--- src/rtl/music_sequencer_if.sv ---
// Control, song-write and note-output bundle between host and music_sequencer.
// The host drives the master side; the sequencer uses the slave side.
interface music_sequencer_if;
  logic       play;
  logic       stop;
  logic       wr_en;
  logic [4:0] wr_addr;
  logic [7:0] wr_data;
  logic [4:0] code;
  logic [4:0] note_idx;
  logic       playing;
  logic       done;

  modport master (
    output play, stop, wr_en, wr_addr, wr_data,
    input  code, note_idx, playing, done
  );

  modport slave (
    input  play, stop, wr_en, wr_addr, wr_data,
    output code, note_idx, playing, done
  );
endinterface

--- src/rtl/music_sequencer.sv ---
// 32-entry song sequencer feeding the tone generator, with an articulation gap.
// Optional SEQ_LOOP_EN: wrap to entry 0 on end marker or entry 31.
module music_sequencer #(
  parameter int BEAT_DIV   = 12_500_000,
  parameter int GAP_CYCLES = 1_250_000
) (
  input logic              iclk,
  input logic              irst_n,
  music_sequencer_if.slave bus
);

  localparam logic [26:0] BEAT = 27'(BEAT_DIV);
  localparam logic [26:0] GAP  = 27'(GAP_CYCLES);

  typedef enum logic [1:0] {
    S_IDLE, S_FETCH, S_NOTE, S_DONE
  } state_t;

  state_t      r_state, w_state_nxt;
  logic [7:0]  r_mem [32];
  logic [26:0] r_rem, w_rem_nxt, w_dec;
  logic [4:0]  r_idx, w_idx_nxt;
  logic [4:0]  r_lat, w_lat_nxt;
  logic [4:0]  r_code, w_code_nxt;
  logic        r_playing, w_playing_nxt;
  logic        r_done, w_done_nxt;
  logic [7:0]  w_entry;
  logic [2:0]  w_dur;
  logic [4:0]  w_raw, w_filt;
  logic        w_valid, w_last;

  assign w_entry = r_mem[r_idx];
  assign w_dur   = w_entry[7:5];
  assign w_raw   = w_entry[4:0];
  assign w_valid = (w_raw <= 5'd7)
                || (w_raw >= 5'd11 && w_raw <= 5'd17)
                || (w_raw >= 5'd21 && w_raw <= 5'd27);
  assign w_filt  = w_valid ? w_raw : 5'd0;
  assign w_last  = (r_idx == 5'd31);
  assign w_dec   = r_rem - 27'd1;

  // Memory is only writable while nothing is being played.
  always_ff @(posedge iclk) begin
    if (bus.wr_en && !r_playing)
      r_mem[bus.wr_addr] <= bus.wr_data;
  end

  always_comb begin
    w_state_nxt = r_state;
    w_rem_nxt   = r_rem;
    w_idx_nxt   = r_idx;
    w_lat_nxt   = r_lat;
    w_code_nxt  = 5'd0;
    w_done_nxt  = 1'b0;
    unique case (r_state)
      S_IDLE: begin
        if (bus.play) begin
          w_idx_nxt   = 5'd0;
          w_state_nxt = S_FETCH;
        end
      end
      S_FETCH: begin
        if (w_dur != 3'd0) begin
          w_rem_nxt   = 27'(w_dur) * BEAT;
          w_lat_nxt   = w_filt;
          w_code_nxt  = w_filt;
          w_state_nxt = S_NOTE;
        end else begin
          w_done_nxt = 1'b1;
`ifdef SEQ_LOOP_EN
          if (r_idx != 5'd0) begin
            w_idx_nxt   = 5'd0;
            w_state_nxt = S_FETCH;
          end else begin
            w_state_nxt = S_DONE;
          end
`else
          w_state_nxt = S_DONE;
`endif
        end
      end
      S_NOTE: begin
        w_rem_nxt = w_dec;
        if (r_rem == 27'd1) begin
          if (w_last) begin
            w_done_nxt = 1'b1;
`ifdef SEQ_LOOP_EN
            w_idx_nxt   = 5'd0;
            w_state_nxt = S_FETCH;
`else
            w_state_nxt = S_DONE;
`endif
          end else begin
            w_idx_nxt   = r_idx + 5'd1;
            w_state_nxt = S_FETCH;
          end
        end else begin
          w_code_nxt = (w_dec > GAP) ? r_lat : 5'd0;
        end
      end
      S_DONE:  w_state_nxt = S_IDLE;
      default: w_state_nxt = S_IDLE;
    endcase
    if (bus.stop) begin
      w_state_nxt = S_IDLE;
      w_rem_nxt   = 27'd0;
      w_code_nxt  = 5'd0;
      w_done_nxt  = 1'b0;
    end
    w_playing_nxt = (w_state_nxt == S_FETCH)
                 || (w_state_nxt == S_NOTE);
  end

  always_ff @(posedge iclk or negedge irst_n) begin
    if (!irst_n) begin
      r_state   <= S_IDLE;
      r_rem     <= 27'd0;
      r_idx     <= 5'd0;
      r_lat     <= 5'd0;
      r_code    <= 5'd0;
      r_playing <= 1'b0;
      r_done    <= 1'b0;
    end else begin
      r_state   <= w_state_nxt;
      r_rem     <= w_rem_nxt;
      r_idx     <= w_idx_nxt;
      r_lat     <= w_lat_nxt;
      r_code    <= w_code_nxt;
      r_playing <= w_playing_nxt;
      r_done    <= w_done_nxt;
    end
  end

  assign bus.code     = r_code;
  assign bus.note_idx = r_idx;
  assign bus.playing  = r_playing;
  assign bus.done     = r_done;

endmodule

--- src/flat_wrapper.sv ---
// flat-port wrapper written by rule: the top's interface ports become plain ports
module music_sequencer_flat 
#(
  parameter int BEAT_DIV   = 12_500_000,
  parameter int GAP_CYCLES = 1_250_000
)
  (iclk, irst_n, bus_play, bus_stop, bus_wr_en, bus_wr_addr, bus_wr_data, bus_code, bus_note_idx, bus_playing, bus_done);
  music_sequencer_if bus_i ();
  input logic iclk;
  input logic irst_n;
  input wire logic [$bits(bus_i.play)-1:0] bus_play;
  input wire logic [$bits(bus_i.stop)-1:0] bus_stop;
  input wire logic [$bits(bus_i.wr_en)-1:0] bus_wr_en;
  input wire logic [$bits(bus_i.wr_addr)-1:0] bus_wr_addr;
  input wire logic [$bits(bus_i.wr_data)-1:0] bus_wr_data;
  output wire logic [$bits(bus_i.code)-1:0] bus_code;
  output wire logic [$bits(bus_i.note_idx)-1:0] bus_note_idx;
  output wire logic [$bits(bus_i.playing)-1:0] bus_playing;
  output wire logic [$bits(bus_i.done)-1:0] bus_done;
  assign bus_i.play = bus_play;
  assign bus_i.stop = bus_stop;
  assign bus_i.wr_en = bus_wr_en;
  assign bus_i.wr_addr = bus_wr_addr;
  assign bus_i.wr_data = bus_wr_data;
  assign bus_code = bus_i.code;
  assign bus_note_idx = bus_i.note_idx;
  assign bus_playing = bus_i.playing;
  assign bus_done = bus_i.done;
  music_sequencer #(.BEAT_DIV(BEAT_DIV), .GAP_CYCLES(GAP_CYCLES)) u_core (.iclk(iclk), .irst_n(irst_n), .bus(bus_i));
endmodule
--- config.mk ---
export PLATFORM = sky130hd
export DESIGN_NAME = music_sequencer_flat
export DESIGN_NICKNAME = d
export VERILOG_FILES = /design/src/rtl/music_sequencer_if.sv /design/src/rtl/music_sequencer.sv /design/src/flat_wrapper.sv
export SDC_FILE = /design/constraint.sdc
export NUM_CORES = 1
export LEC_CHECK = 0
export ABC_AREA = 1
export CAP_MARGIN = 15
export CORE_MARGIN = 4
export CORE_UTILIZATION = 56
export CTS_CLUSTER_DIAMETER = 200
export CTS_CLUSTER_SIZE = 24
export DETAILED_ROUTE_END_ITERATION = 10
export GPL_TIMING_DRIVEN = 0
export PLACE_DENSITY = 0.76
export SKIP_CTS_REPAIR_TIMING = 1
export SLEW_MARGIN = 25
export SYNTH_ARGS = -nofsm -noshare
export SYNTH_HDL_FRONTEND = slang
export SYNTH_SLANG_ARGS = --single-unit
--- constraint.sdc ---
create_clock -name iclk -period 3.9 [get_ports iclk]
set_input_delay 1.17 -clock iclk [delete_from_list [all_inputs] [get_ports iclk]]
set_output_delay 1.17 -clock iclk [all_outputs]
set_load 0.05 [all_outputs]
-- Word-level counts from Yosys, hierarchy flattened
Memory sizes are Yosys's and may differ from the RTL's.
Index checks and enable logic that the tools add are counted.
Widths: inputs -> output; s select.
- multiplexer cells: 26
- add/sub/neg operators: 2
- magnitude comparators: 6
- eq/ne operators: 11
- multiply operators: 1
- reductions and logical operators: 14
- operators by type and width (operator ; count):
    $mux 27 ; 2
    $pmux 27 s2 ; 1
    $mux 5 ; 8
    $eq 27x1->1 const B ; 1
    $gt 27x21->1 const B ; 1
    $sub 27x1->27 const B ; 1
    $mul 3x19->22 const B ; 1
    $pmux 5 s2 ; 2
    $le 5x5->1 const B ; 2
    $mux 2 ; 4
    $pmux 2 s4 ; 1
    $mux 1 ; 7
    $eq 2x2->1 const B ; 3
    $reduce_bool 3->1 ; 2
    $add 5x1->5 const B ; 1
    $eq 5x5->1 const B ; 1
    $ge 5x4->1 const B ; 1
    $ge 5x5->1 const B ; 1
    $le 5x3->1 const B ; 1
    $eq 2x1->1 const B ; 2
    $ne 2x2->1 const B ; 2
    $reduce_and 2->1 ; 2
    $reduce_and 4->1 ; 1
    $logic_and 1x1->1 ; 3
    other kinds (7) ; 9
- memories kept: 1
- output and inout bits: 12
- bits in writable memories: 256
- word-level logic and storage cells: 68
- flip-flop bits (word level): 46
- memory list (memory ; depth ; width ; read ports ; clocked after Yosys merged registers in ; write ports ; line ; text):
    u_core.r_mem ; 32 ; 8 ; 1 ; 0 ; 1 ; music_sequencer.sv:20 ; logic [7:0] r_mem [32];

-- Depth between registers and ports, before layout
An unclocked memory read counts as a cell.
- depth after elaboration: 9
- depth in mapped cells: 24

-- Worst setup path after synthesis
Ideal clock, no wire load.
- path kind: register -> register
- from: reg u_core.r_idx[0] (netlist: u_core.bus.note_idx[0])
- to: reg u_core.r_rem[17]
- arrival time: 3865 ps
- required time: 3818 ps
- period minus slack after synthesis: 3947 ps
- setup slack: -47 ps
- stages on the path, launching flop included: 22
- buffers on the path: 3
- cell sequence: dfrtp_1 inv_2 buf_6 buf_2 buf_2 o21ai_0 o22ai_1 o21ai_0 o211ai_1 nand2_1 inv_1 fa_1 ha_1 inv_1 nor2_1 nand2_1 nand2_1 nand2_1 o21ai_0 o21ai_0 a21o_1 a31oi_1
- word-level cells in the longest chain between the ends: 5
- elaborated cells between the ends (all ways): 8
- classes of those cells: mul (1); eq/ne (1); mux (3); reduce/logical (2); memory (1)
- ends and longest elaborated chain (element ; line ; text):
    from (decl) ; music_sequencer.sv:22 ; logic [4:0] r_idx, w_idx_nxt;
    from (signal assigned) ; music_sequencer.sv:126 ; r_idx <= w_idx_nxt;
    $mem_v2 32x8 (*) ; n/a ;
    $mul 3x19->22 ; music_sequencer.sv:64 ; w_rem_nxt = 27'(w_dur) * BEAT;
    $mux 27 ; music_sequencer.sv:63 ; if (w_dur != 3'd0) begin
    $pmux 27 s2 ; music_sequencer.sv:55 ; unique case (r_state)
    $mux 27 ; music_sequencer.sv:104 ; if (bus.stop) begin
    to (signal assigned) ; music_sequencer.sv:125 ; r_rem <= w_rem_nxt;
    to (decl) ; music_sequencer.sv:21 ; logic [26:0] r_rem, w_rem_nxt, w_dec;
Mark *: on every way between the ends. The rest lies on a longest branch, timed or not. The select of a mux whose other input is x is not followed.
A chain may end at the register's enable or synchronous reset.

-- Worst setup path in the final report
- from: reg u_core.r_idx[0] (netlist: u_core.bus.note_idx[0])
- to: reg u_core.r_rem[25]
Same word-level chain as after synthesis.

==> metrics.txt <==
endpoints failing hold=0; core area=25110 µm²; PD cells=688.7 nW/µm²; die area=28070 µm²; Mapped Avg Cell Area=9.892 µm²; largest net degree at the start of global routing=47; Syn Inst Count=1441; Max-slew headroom=26.60%; std cell rows=58; Setup CP Type=reg -> reg; Final Power=10.98 mW; Leakage=6.045 nW; CTS HTree Levels=1; total of max-cap violations=0; gr ovfl total=0; setup ws final=33.67 ps; Final Util=63.51%; largest family of logic cells by synthesized area=simple AND/OR/NAND/NOR gates; Worst VDD drop=0.0004287 V; hold_ws=548.5 ps; Layout area overhead=11.88%; drt pass-1 iters=5; vias=11270; Synth Warn #=0; asr flop ratio synth=15.23%; post-synthesis mux area share=0%; most used flip-flop cell after synthesis=edfxtp_1; min Tclk post-route=3866 ps; CTS sink cnt=302; TritonCTS clock tree=built; Post-Synth XOR/XNOR Area=0.8602%; cell taking the most area after synthesis=edfxtp_1; setup TNS=0 ps; routed wire length=40970 µm; Data arrival, critical path=4320 ps; Seq/Total Area, Yosys=62.00%; crit start category=register; most numerous cell in the Yosys netlist=nand2_1; Hold Path Class=reg -> reg; Clock Tree Buf Depth=3; Synth Area in Simple Gates=24.04%; Via density=6.118; # setup viols final=0; first-pass GRT wire length=61260 µm; unrepaired setup endpoints after global routing=true; largest fanout on the critical path=6; status=completed; crit path capture type=register; # IOs=30; Num CTS Buffers=16; pre-CTS setup slack=-865.3 ps; Die X=167.5 µm; Ant. Diodes=0; crit share post-route=99.14%; multi-input logic area=4945 µm²; vias in the first global route=10690; final net count=1546; Iter 0 DRT Violations=1484; proportion of layout cells with a drive suffix above 1=12.43%; Distinct cells, synth=43; Chip Height=167.5 µm; initial antenna violation count=0; Area contributors post-synth=edfxtp_1 54%, nand2_1 11%, dfrtp_1 8.1%; design area=15950 µm²; flops & latches, synth=302; number of flops mapped to enable cells by yosys=256; Total Routing Usage GR=28.26%; post-synthesis adder-cell area fraction=1.913%; Routed Antenna Nets=0; Synth top area share=53.93%; worst-margin pin slew=1097 ps; root buffer cell=clkbuf_16; fmax=258.6 MHz; Post-Place Cell Area=15000 µm²; routability congestion estimate=0.9657; max-slew violations=0; clk_lat worst skew=520 ps; Max Clock Skew=25.57 ps; Port Buffers=29; # DRC=0; Fillers=1997; Mapped Nets=1479; most instantiated cells after synthesis=407 x nand2_1, 256 x edfxtp_1, 217 x nand3_1, 154 x nor2_1, 70 x inv_1; Starting Density=56.77%; mapped cell area=14250 µm²; Reg area=8841 µm²; Clk pin slew, worst setup/hold paths=120 ps; average wire per standard cell=22.24 µm; Data required, critical path=4350 ps; non-filler cells, final=1842; DP Wirelength=26410 µm; compound-gate portion of the synthesized area=6.285%; Inst Count DP=1800
==> cell usage in the layout, fill, tap and decap left out, types with 3 or more instances in the layout <==
cell | netlist | final
nor2_1 | 154 | 124
inv_2 | 2 | 4
ha_1 | 17 | 14
buf_2 | 25 | 17
dfrtp_1 | 46 | 44
clkdlybuf4s50_1 | 0 | 25
clkinvlp_4 | 0 | 3
nand2_1 | 407 | 403
nor2_4 | 2 | 5
clkbuf_16 | 0 | 18
a21oi_2 | 1 | 4
nand3_1 | 217 | 214
nor3_1 | 7 | 6
buf_4 | 9 | 28
o21ai_2 | 0 | 11
inv_4 | 1 | 4
buf_6 | 16 | 25
clkbuf_4 | 0 | 3
o211ai_1 | 3 | 3
clkbuf_1 | 9 | 7
o22ai_1 | 10 | 10
edfxtp_1 | 256 | 256
buf_12 | 0 | 4
o221ai_1 | 10 | 9
nand2_2 | 3 | 6
a211oi_1 | 5 | 5
nand4_1 | 12 | 12
o31ai_1 | 3 | 3
a31oi_1 | 9 | 9
xor2_1 | 12 | 12
nand3_2 | 1 | 4
o21ai_0 | 66 | 47
o21ai_1 | 14 | 22
a21oi_1 | 27 | 24
inv_1 | 70 | 64
nor2_2 | 7 | 34
==> power by group <==
part | leakage [nW] | total (mW) | internal (mW) | switching, mW
logic | 2.93 | 5.32 | 1.82 | 3.50
registers | 2.90 | 3.88 | 3.69 | 0.187
clock network | 0.215 | 1.78 | 0.771 | 1.01
==> layer usage <==
metal	global-route usage [%]	share of wire [%]	wire length, µm
met1	39.32	40	16310
met2	44.55	46	18960
met3	5.194	9.7	3976
met4	11.33	4.2	1721
met5	0	0	0
==> worst max-delay path, stage by stage (launching register included) <==
cell and delay (ps):
dfrtp_2 480, buf_12 170, buf_4 140, clkbuf_16 150, o21ai_0 160, o22ai_1 100
nor2_1 140, o211ai_1 140, nand2_2 150, inv_4 60, fa_2 600, ha_4 160
inv_2 40, fa_2 470, o21ai_2 110, nand3_1 110, nand2_2 90, nor2_4 50
nand2_1 80, nand2_1 60, o21ai_2 150, nand3_2 120, o21ai_2 70
==> logic make-up (layout without fill, tap and decap cells) <==
family / Yosys count / after routing
AO/OA/AOI/OAI: 156 / 156
XOR/XNOR: 14 / 14
adder cells (fa/ha/maj): 20 / 20
buffers and inverters: 136 / 207
flip-flops: 302 / 302
AND/OR/NAND/NOR: 813 / 813
==> layout make-up <==
cell class	count	share of cell area (%)
Clock buffer	20	2.605
Tap cell	330	2.589
Inverter	76	1.922
Timing Repair Buffer	51	2.966
Buffer	58	3.303
Sequential cell	302	55.44
Multi-Input combinational cell	1003	31.01
Clock inverter	2	0.1726
==> flip-flops by register name, summed over array words and instances (netlist names) <==
| register | cells |
|---|---|
| u_core.r_mem | 256 |
| u_core.r_rem | 27 |
| u_core.bus.code | 5 |
| u_core.bus.note_idx | 5 |
| u_core.r_lat | 5 |
| u_core.r_state | 2 |
| u_core.bus.done | 1 |
| u_core.bus.playing | 1 |
==> path summary, 6_finish.rpt <==
path                                                    start  slack [ps]  cells past startpoint                                 end
max                        u_core.bus.note_idx[0]$_DFFE_PN0P_          30                     22        u_core.r_rem[25]$_DFFE_PN0P_
min                               u_core.r_rem[1]$_DFFE_PN0P_         550                      2         u_core.r_rem[1]$_DFFE_PN0P_
max reg2reg                u_core.bus.note_idx[0]$_DFFE_PN0P_          30                     22        u_core.r_rem[25]$_DFFE_PN0P_
min reg2reg                       u_core.r_rem[1]$_DFFE_PN0P_         550                      2         u_core.r_rem[1]$_DFFE_PN0P_
max in group asynchronous                              irst_n        2790                      1  u_core.bus.note_idx[0]$_DFFE_PN0P_
min in group asynchronous                              irst_n         660                      1         u_core.r_rem[8]$_DFFE_PN0P_
Note: power is estimated with default switching activity, not from simulation.
